--- src/rtl/knn_vote.sv ---
// knn_vote: majority vote over a sorted K-nearest-neighbour list.
// A list is captured into a private buffer, then one entry per cycle is
// scored (its label's vote count across all non-empty entries) and compared
// against the running best one cycle later. The first (nearest) entry
// reaching the highest vote count wins. Empty entries carry an all-ones
// distance and never vote or win.
module knn_vote #(
    parameter int DATA_W      = 32,
    parameter int LABEL_W     = 8,
    parameter int N_NEIGHBOUR = 4
) (
    input  logic                                    clk,
    input  logic                                    rst,
    input  logic                                    in_valid,
    output logic                                    in_ready,
    input  logic [(DATA_W+LABEL_W)*N_NEIGHBOUR-1:0] neighbour_info,
    output logic                                    out_valid,
    input  logic                                    out_ready,
    output logic [LABEL_W-1:0]                      out_label,
    output logic [$clog2(N_NEIGHBOUR+1)-1:0]        out_votes,
    output logic [DATA_W-1:0]                       out_dist,
    output logic                                    out_none
);

    localparam int ENTRY_W = DATA_W + LABEL_W;
    localparam int LIST_W  = ENTRY_W * N_NEIGHBOUR;
    localparam int VOTE_W  = $clog2(N_NEIGHBOUR + 1);
    // The index runs 0..K; the extra value K is the final compare-only cycle.
    localparam int IDX_W   = VOTE_W;

    localparam logic [DATA_W-1:0]  EMPTY_DIST = {DATA_W{1'b1}};
    localparam logic [IDX_W-1:0]   LAST_IDX   = IDX_W'(N_NEIGHBOUR);
    localparam logic [IDX_W-1:0]   IDX_ZERO   = {IDX_W{1'b0}};
    localparam logic [IDX_W-1:0]   IDX_ONE    = IDX_W'(1);
    localparam logic [VOTE_W-1:0]  VOTE_ZERO  = {VOTE_W{1'b0}};
    localparam logic [LABEL_W-1:0] LABEL_ZERO = {LABEL_W{1'b0}};

    typedef enum logic [1:0] {
        IDLE  = 2'd0,
        COUNT = 2'd1,
        DONE  = 2'd2
    } state_t;

    state_t              state_r;
    state_t              state_s;

    logic [LIST_W-1:0]   buf_r;
    logic [IDX_W-1:0]    idx_r;

    // Candidate stage: scored entry waiting for comparison.
    logic                cand_v_r;
    logic [VOTE_W-1:0]   cand_votes_r;
    logic [LABEL_W-1:0]  cand_label_r;
    logic [DATA_W-1:0]   cand_dist_r;

    // Running best.
    logic [VOTE_W-1:0]   best_votes_r;
    logic [LABEL_W-1:0]  best_label_r;
    logic [DATA_W-1:0]   best_dist_r;

    // Registered outputs.
    logic                in_ready_r;
    logic                out_valid_r;
    logic [LABEL_W-1:0]  out_label_r;
    logic [VOTE_W-1:0]   out_votes_r;
    logic [DATA_W-1:0]   out_dist_r;
    logic                out_none_r;

    logic [LABEL_W-1:0]  lab_s [N_NEIGHBOUR];
    logic [DATA_W-1:0]   dst_s [N_NEIGHBOUR];
    logic [LABEL_W-1:0]  sel_label_s;
    logic [DATA_W-1:0]   sel_dist_s;
    logic [VOTE_W-1:0]   sel_votes_s;
    logic                sel_scorable_s;
    logic                take_s;
    logic [VOTE_W-1:0]   best_votes_s;
    logic [LABEL_W-1:0]  best_label_s;
    logic [DATA_W-1:0]   best_dist_s;
    logic                accept_s;
    logic                in_ready_s;
    logic                load_out_s;
    logic                release_s;

    // Split the buffered list into per-entry label and distance fields.
    always_comb begin
        for (int j = 0; j < N_NEIGHBOUR; j++) begin
            lab_s[j] = buf_r[j*ENTRY_W +: LABEL_W];
            dst_s[j] = buf_r[j*ENTRY_W + LABEL_W +: DATA_W];
        end
    end

    // Select entry idx_r (AND-OR mux) and count the votes for its label.
    always_comb begin
        sel_label_s = LABEL_ZERO;
        sel_dist_s  = {DATA_W{1'b0}};
        sel_votes_s = VOTE_ZERO;
        for (int j = 0; j < N_NEIGHBOUR; j++) begin
            sel_label_s = sel_label_s | (lab_s[j] & {LABEL_W{idx_r == IDX_W'(j)}});
            sel_dist_s  = sel_dist_s  | (dst_s[j] & {DATA_W{idx_r == IDX_W'(j)}});
        end
        for (int j = 0; j < N_NEIGHBOUR; j++) begin
            sel_votes_s = sel_votes_s +
                VOTE_W'((dst_s[j] != EMPTY_DIST) && (lab_s[j] == sel_label_s));
        end
        sel_scorable_s = (idx_r != LAST_IDX) && (sel_dist_s != EMPTY_DIST);
    end

    // Strictly-greater compare keeps the nearest candidate on a tie.
    always_comb begin
        take_s       = cand_v_r && (cand_votes_r > best_votes_r);
        best_votes_s = take_s ? cand_votes_r : best_votes_r;
        best_label_s = take_s ? cand_label_r : best_label_r;
        best_dist_s  = take_s ? cand_dist_r  : best_dist_r;
    end

    // FSM state register.
    always_ff @(posedge clk or negedge rst) begin
        if (!rst) begin
            state_r <= IDLE;
        end else begin
            state_r <= state_s;
        end
    end

    // FSM next-state logic.
    always_comb begin
        state_s = state_r;
        case (state_r)
            IDLE: begin
                if (in_valid && in_ready_r) begin
                    state_s = COUNT;
                end else begin
                    state_s = IDLE;
                end
            end
            COUNT: begin
                if (idx_r == LAST_IDX) begin
                    state_s = DONE;
                end else begin
                    state_s = COUNT;
                end
            end
            DONE: begin
                if (out_valid_r && out_ready) begin
                    state_s = IDLE;
                end else begin
                    state_s = DONE;
                end
            end
            default: begin
                state_s = IDLE;
            end
        endcase
    end

    // FSM output decode: control strobes for datapath and output registers.
    always_comb begin
        accept_s   = (state_r == IDLE) && in_valid && in_ready_r;
        in_ready_s = (state_s == IDLE);
        load_out_s = (state_r == COUNT) && (state_s == DONE);
        release_s  = (state_r == DONE) && (state_s == IDLE);
    end

    // Datapath: capture list, step index, score candidate, track best.
    always_ff @(posedge clk or negedge rst) begin
        if (!rst) begin
            buf_r        <= {LIST_W{1'b0}};
            idx_r        <= IDX_ZERO;
            cand_v_r     <= 1'b0;
            cand_votes_r <= VOTE_ZERO;
            cand_label_r <= LABEL_ZERO;
            cand_dist_r  <= {DATA_W{1'b0}};
            best_votes_r <= VOTE_ZERO;
            best_label_r <= LABEL_ZERO;
            best_dist_r  <= {DATA_W{1'b0}};
        end else if (accept_s) begin
            buf_r        <= neighbour_info;
            idx_r        <= IDX_ZERO;
            cand_v_r     <= 1'b0;
            best_votes_r <= VOTE_ZERO;
            best_label_r <= LABEL_ZERO;
            best_dist_r  <= EMPTY_DIST;
        end else if (state_r == COUNT) begin
            idx_r        <= (idx_r == LAST_IDX) ? idx_r : idx_r + IDX_ONE;
            cand_v_r     <= sel_scorable_s;
            cand_votes_r <= sel_votes_s;
            cand_label_r <= sel_label_s;
            cand_dist_r  <= sel_dist_s;
            best_votes_r <= best_votes_s;
            best_label_r <= best_label_s;
            best_dist_r  <= best_dist_s;
        end
    end

    // Output registers: load the final result on entering DONE, hold it
    // until the handshake; in_ready follows the next state.
    always_ff @(posedge clk or negedge rst) begin
        if (!rst) begin
            in_ready_r  <= 1'b0;
            out_valid_r <= 1'b0;
            out_label_r <= LABEL_ZERO;
            out_votes_r <= VOTE_ZERO;
            out_dist_r  <= {DATA_W{1'b0}};
            out_none_r  <= 1'b0;
        end else begin
            in_ready_r <= in_ready_s;
            if (load_out_s) begin
                out_valid_r <= 1'b1;
                out_label_r <= best_label_s;
                out_votes_r <= best_votes_s;
                out_dist_r  <= best_dist_s;
                out_none_r  <= (best_votes_s == VOTE_ZERO);
            end else if (release_s) begin
                out_valid_r <= 1'b0;
            end
        end
    end

    assign in_ready  = in_ready_r;
    assign out_valid = out_valid_r;
    assign out_label = out_label_r;
    assign out_votes = out_votes_r;
    assign out_dist  = out_dist_r;
    assign out_none  = out_none_r;

endmodule

--- config.mk ---
export PLATFORM = sky130hd
export DESIGN_NAME = knn_vote
export DESIGN_NICKNAME = d
export VERILOG_FILES = /design/src/rtl/knn_vote.sv
export SDC_FILE = /design/constraint.sdc
export NUM_CORES = 1
export LEC_CHECK = 0
export ABC_AREA = 0
export CAP_MARGIN = 10
export CORE_ASPECT_RATIO = 0.9
export CORE_UTILIZATION = 49
export CTS_CLUSTER_DIAMETER = 200
export DETAILED_ROUTE_END_ITERATION = 8
export PLACE_DENSITY = 0.77
export SLEW_MARGIN = 5
export SYNTH_ARGS = -nofsm -noshare
export SYNTH_HDL_FRONTEND = slang
export SYNTH_SLANG_ARGS = --single-unit
--- constraint.sdc ---
create_clock -name clk -period 3.75 [get_ports clk]
set_input_delay 0.5625 -clock clk [delete_from_list [all_inputs] [get_ports clk]]
set_output_delay 0.5625 -clock clk [all_outputs]
set_load 0.005 [all_outputs]
=== Yosys cells after proc, flatten, opt, wreduce, memory -nomap -nowiden ===
Cells that the tools add are included.

* Register bits after elaboration: 298
* Input port bits: 164
* Output and inout bits: 46
* Word-level logic and storage cells: 94

* Add/subtract/negate cells: 4
* $lt $le $gt $ge: 1
* Equal/unequal tests: 18
* Mux-type cells: 20
* Bitwise operators: 15
* Reductions and logical operators: 20

{| class="wikitable"
|+ Operators by type and width
! cell !! number
|-
| != test 32 bit (second input constant) || 5
|-
| AND 32 bit || 4
|-
| 2-to-1 mux 32 bit || 3
|-
| bitwise OR 32 bit || 3
|-
| AND 8 bit || 4
|-
| == test 8 bit || 4
|-
| 2-to-1 mux 8 bit || 3
|-
| bitwise OR 8 bit || 3
|-
| 2-to-1 mux 3 bit || 6
|-
| logical AND 1 bit || 12
|-
| == test 3 x 2 -> 1 bit (second input constant) || 2
|-
| zero test 3 bit || 2
|-
| one-hot mux 2 bit (3 select lines) || 1
|-
| 2-to-1 mux 1 bit || 5
|-
| == test 2 bit (second input constant) || 2
|-
| zero test 2 bit || 2
|-
| 2-to-1 mux 2 bit || 2
|-
| AND reduction 2 bit || 2
|-
| nonzero test 2 bit || 2
|-
| adder 2 x 1 -> 3 bit || 1
|-
| adder 3 x 1 -> 3 bit || 1
|-
| adder 3 x 1 -> 3 bit (second input constant) || 1
|-
| == test 3 x 1 -> 1 bit (second input constant) || 1
|-
| == test 3 bit (second input constant) || 1
|-
| other kinds (6) || 6
|}

=== Logic depth before layout (Yosys ltp) ===
* Depth in word-level cells: 10
* Mapped depth: 16
* Gate-level depth less buffers: 13

=== Worst setup path after synthesis ===
No wires, ideal clock.

* Kind: register to register
* From: register idx_r[0]
* To: register cand_votes_r[1]
* Library setup time: 117 ps
* Data arrival time: 3577 ps
* Data required time: 3633 ps
* Setup slack: 56 ps
* Cell stages (with the launch flop): 16
* Path buffers: 2
* Period minus slack after synthesis: 3694 ps
* Cell sequence: dfrtp_1 inv_1 ha_1 buf_6 nor2b_1 buf_6 a222oi_1 nand2_2 xor2_1 or4_1 nor4_2 fa_1 ha_1 ha_1 nand2_1 nand2_1

* Longest elaborated chain between the ends: 10
* Elaborated cells between the ends (all ways): 22
* Those cells by class: 3 x add/sub; 7 x eq/ne; 7 x bitwise; 5 x reduce/logical

{| class="wikitable"
|+ Ends and longest elaborated chain
! what !! line !! source
|-
| from (decl) || 48 || <nowiki>logic [IDX_W-1:0] idx_r;</nowiki>
|-
| from (signal assigned) || 184 || <nowiki>idx_r <= (idx_r == LAST_IDX) ? idx_r : idx_r + IDX_ONE;</nowiki>
|-
| == test 3 x 1 -> 1 bit / zero test 3 bit (equally long branches) || 98 || <nowiki>sel_label_s = sel_label_s | (lab_s[j] & {LABEL_W{idx_r == IDX_W'(j)}});</nowiki>
|-
| AND 8 bit || 98 ||
|-
| bitwise OR 8 bit (2 in series) || 98 ||
|-
| bitwise OR 8 bit (*) || 98 ||
|-
| == test 8 bit || 103 || <nowiki>VOTE_W'((dst_s[j] != EMPTY_DIST) && (lab_s[j] == sel_label_s));</nowiki>
|-
| logical AND 1 bit || 103 ||
|-
| adder 1 x 1 -> 2 bit || 102 || <nowiki>sel_votes_s = sel_votes_s +</nowiki>
|-
| adder 2 x 1 -> 3 bit || 102 ||
|-
| adder 3 x 1 -> 3 bit (*) || 102 ||
|-
| via sel_votes_s[1] || 73 || <nowiki>logic [VOTE_W-1:0] sel_votes_s;</nowiki>
|-
| to (signal assigned) || 186 || <nowiki>cand_votes_r <= sel_votes_s;</nowiki>
|-
| to (decl) || 52 || <nowiki>logic [VOTE_W-1:0] cand_votes_r;</nowiki>
|}

The timed path passes the listed nets; every way through them passes the cells marked *.
A chain may end at the register's enable or synchronous reset.

=== Worst setup path after layout ===
Same ends and word-level chain as after synthesis.

==> metrics <==
clk sinks about 300; hold bufs inserted after CTS 0; ys async rst share 100.0%; DR WL/cell 18.42 um; Clock Tree Root clkbuf_16; area delta synth->final 27.34%; layout cell share with drive strength beyond 1 6.387%; Hold WC Path Type primary input to asynchronous set/reset pin; Via density between 5 and 6; DP Cell Count 2031; clk_skew approximately 17 ps; Die X 177.4 um; Worst-Margin Slew ~1100 ps; Syn Std Cell Area about 14000 um2; GPL Wtd Cong between 0.9 and 1; Overflow after GRT 0; largest net degree at the start of global routing around 120; core footprint ~27000 um2; fin crit period 3590 ps; Multi-input gate area 5737 um2; syn_area_per_cell a little under 9 um2; drt first pass iters 9; DRT Wirelength slightly below 40 mm; Max Clk Rate 0.2786 GHz; Synth area leaders dfrtp_1 55%, nand2_1 17%, o21ai_0 4.6%; Port Buffer Count 209; Fin Setup TNS 0 ps; maxcap violations 0; # DRC 0; fillers roughly 2200; drt first-iter violations roughly 1300; Syn Inst Count 1537; # H-tree levels 1; pwr dens about 900 nW/um2; Crit. End Element register; final worst-path cycle share between 90% and 100%; Synth cell types 42; sequential fraction of the synthesis area between 50 and 60%; Layout Nets between 1500 and 2000; row count 57; Crit Path Class register to register; Final Hold Fails 0; crit path DAT 4040 ps; global-route wire length before repair between 60 and 70 mm; Yosys reg bits ~300; Clock Pin Slew Worst Setup and Hold Paths 70 ps; peak supply drop 473.0 uV; top-area cell type share of the netlist area a little over half; I/O pins 210; total power about 0.015 W; height of the die about 160 um; Antenna Nets Post-Route 0; crit path max fanout 8; Lkg Pwr roughly 7.7 nW; CTS Buf Count 31; relative slew slack 24.89%; clk_lat worst skew 560 ps; Slew Limit Fails 0; most frequent cells after synthesis 599 x nand2_1, 298 x dfrtp_1, 125 x o21ai_0; Worst setup SP type register; number of synthesized flops with an enable pin 0; number of global-route vias before repair 11350; status finished clean; net count after synthesis 1712; total area of sequential cells 7457 um2; Synth warnings 0; count leader, synth nand2_1; overall global routing resource usage 27.54%; via count around 12000; main flop type after synthesis dfrtp_1; initial core utilization 50.07%; initial antenna violation count 0; CTS Buffer Depth 3; dpl hpwl approximately 28 mm; leading area contributor after synthesis dfrtp_1; Die Area 28360 um2; Worst Path Required ~4200 ps; final setup fails 0; # diodes 0; final core utilization between 60% and 70%; CTS tree yes; final cell count without fillers around 2100
state kept, by name (all words and copies together) (netlist names):
signal	cells
best_dist_r	32
idx_r	3
cand_label_r	8
cand_votes_r	3
cand_dist_r	32
buf_r	160
state_r	2
out_votes	3
out_valid	1
out_label	8
in_ready	1
out_dist	32
best_label_r	8
out_none	1
best_votes_r	3
cand_v_r	1
per-layer routing:
layer  wire length [um]  GRT usage [%]  vias to the layer above
met5                  0              0                        -
met4               1017          7.731                        0
met3               3156          4.071                       72
met2              17080          40.59                      565
met1              17280          42.19                     5673
li1                   -              -                     5570
layout by cell type, fill, tap and decap left out, types with 9 or more instances in the layout:
master	instances
clkbuf_16	31
o21a_1	17
o211ai_1	17
buf_4	30
o31ai_1	9
mux2i_1	41
nor4_1	15
nand2_1	599
dfrtp_1	298
clkdlybuf4s50_1	208
a222oi_1	24
a22oi_1	45
xnor2_1	17
o21ai_0	124
a21oi_1	34
nand3_1	15
o22ai_1	10
inv_1	20
nand4_1	35
nor2_1	58
through the flow:
stage          setup WS, ps  area (um2)  hold slack [ps]
6_report              160.4       17280            9.107
4_1_cts               2.577       17190            8.095
5_1_grt              -51.07       17280            48.12
3_3_place_gp          54.17       16020            459.6
2_1_floorplan         55.92       13570            266.9
3_5_place_dp         -14.24       16020            470.1
worst max-delay path, stage by stage (launching register included):
cell	delay, ps
dfrtp_1	420
ha_1	250
ha_4	200
a222oi_1	540
o21ai_1	130
or4_4	550
nor4_4	330
fa_1	480
ha_2	190
ha_1	280
nand2_1	60
nand2_1	60
timing repair:
item	CTS	global route
setup buffers	0	5
pin swaps	1	10
resized for setup	0	14
endpoints found under the setup margin	1	3
cell families after synthesis:
kind of cell	synth area share, %
and+or+nand+nor	22.24
adders and majority gates	1.070
muxes	3.107
buffers and inverters	3.439
AOI/OAI and AO/OA	13.70
xor gates and xnor gates	1.485
DFF	54.96
final cells by class:
| type | count | area share [%] |
|---|---|---|
| flip-flops and latches | 298 | 43.16 |
| clock inverters | 23 | 2.042 |
| clock buffers | 34 | 4.728 |
| inverters | 21 | 0.4562 |
| multi-input cells | 1119 | 33.20 |
| well taps | 354 | 2.563 |
| repair buffers | 243 | 13.85 |
worst paths after layout:
check                                              start  slack [ps]  cells after the start                     endpoint
worst max-delay path                idx_r[0]$_DFFE_PN0P_         160                     11  cand_votes_r[1]$_DFFE_PN0P_
worst min-delay path                                 rst           9                      1     out_votes[0]$_DFFE_PN0P_
worst max register to register      idx_r[0]$_DFFE_PN0P_         160                     11  cand_votes_r[1]$_DFFE_PN0P_
worst min register to register  out_label[0]$_DFFE_PN0P_         480                      2     out_label[0]$_DFFE_PN0P_
max in group asynchronous                            rst        2730                      2        buf_r[17]$_DFFE_PN0P_
min in group clk                out_label[0]$_DFFE_PN0P_         480                      2     out_label[0]$_DFFE_PN0P_
report_power, final:
group	internal, W	switching (W)
Sequential	0.00464	0.00136
Clock	0.00213	0.00132
Combinational	0.00247	0.00350
Total	0.00925	0.00618
Note: power is estimated with default switching activity, not from simulation.
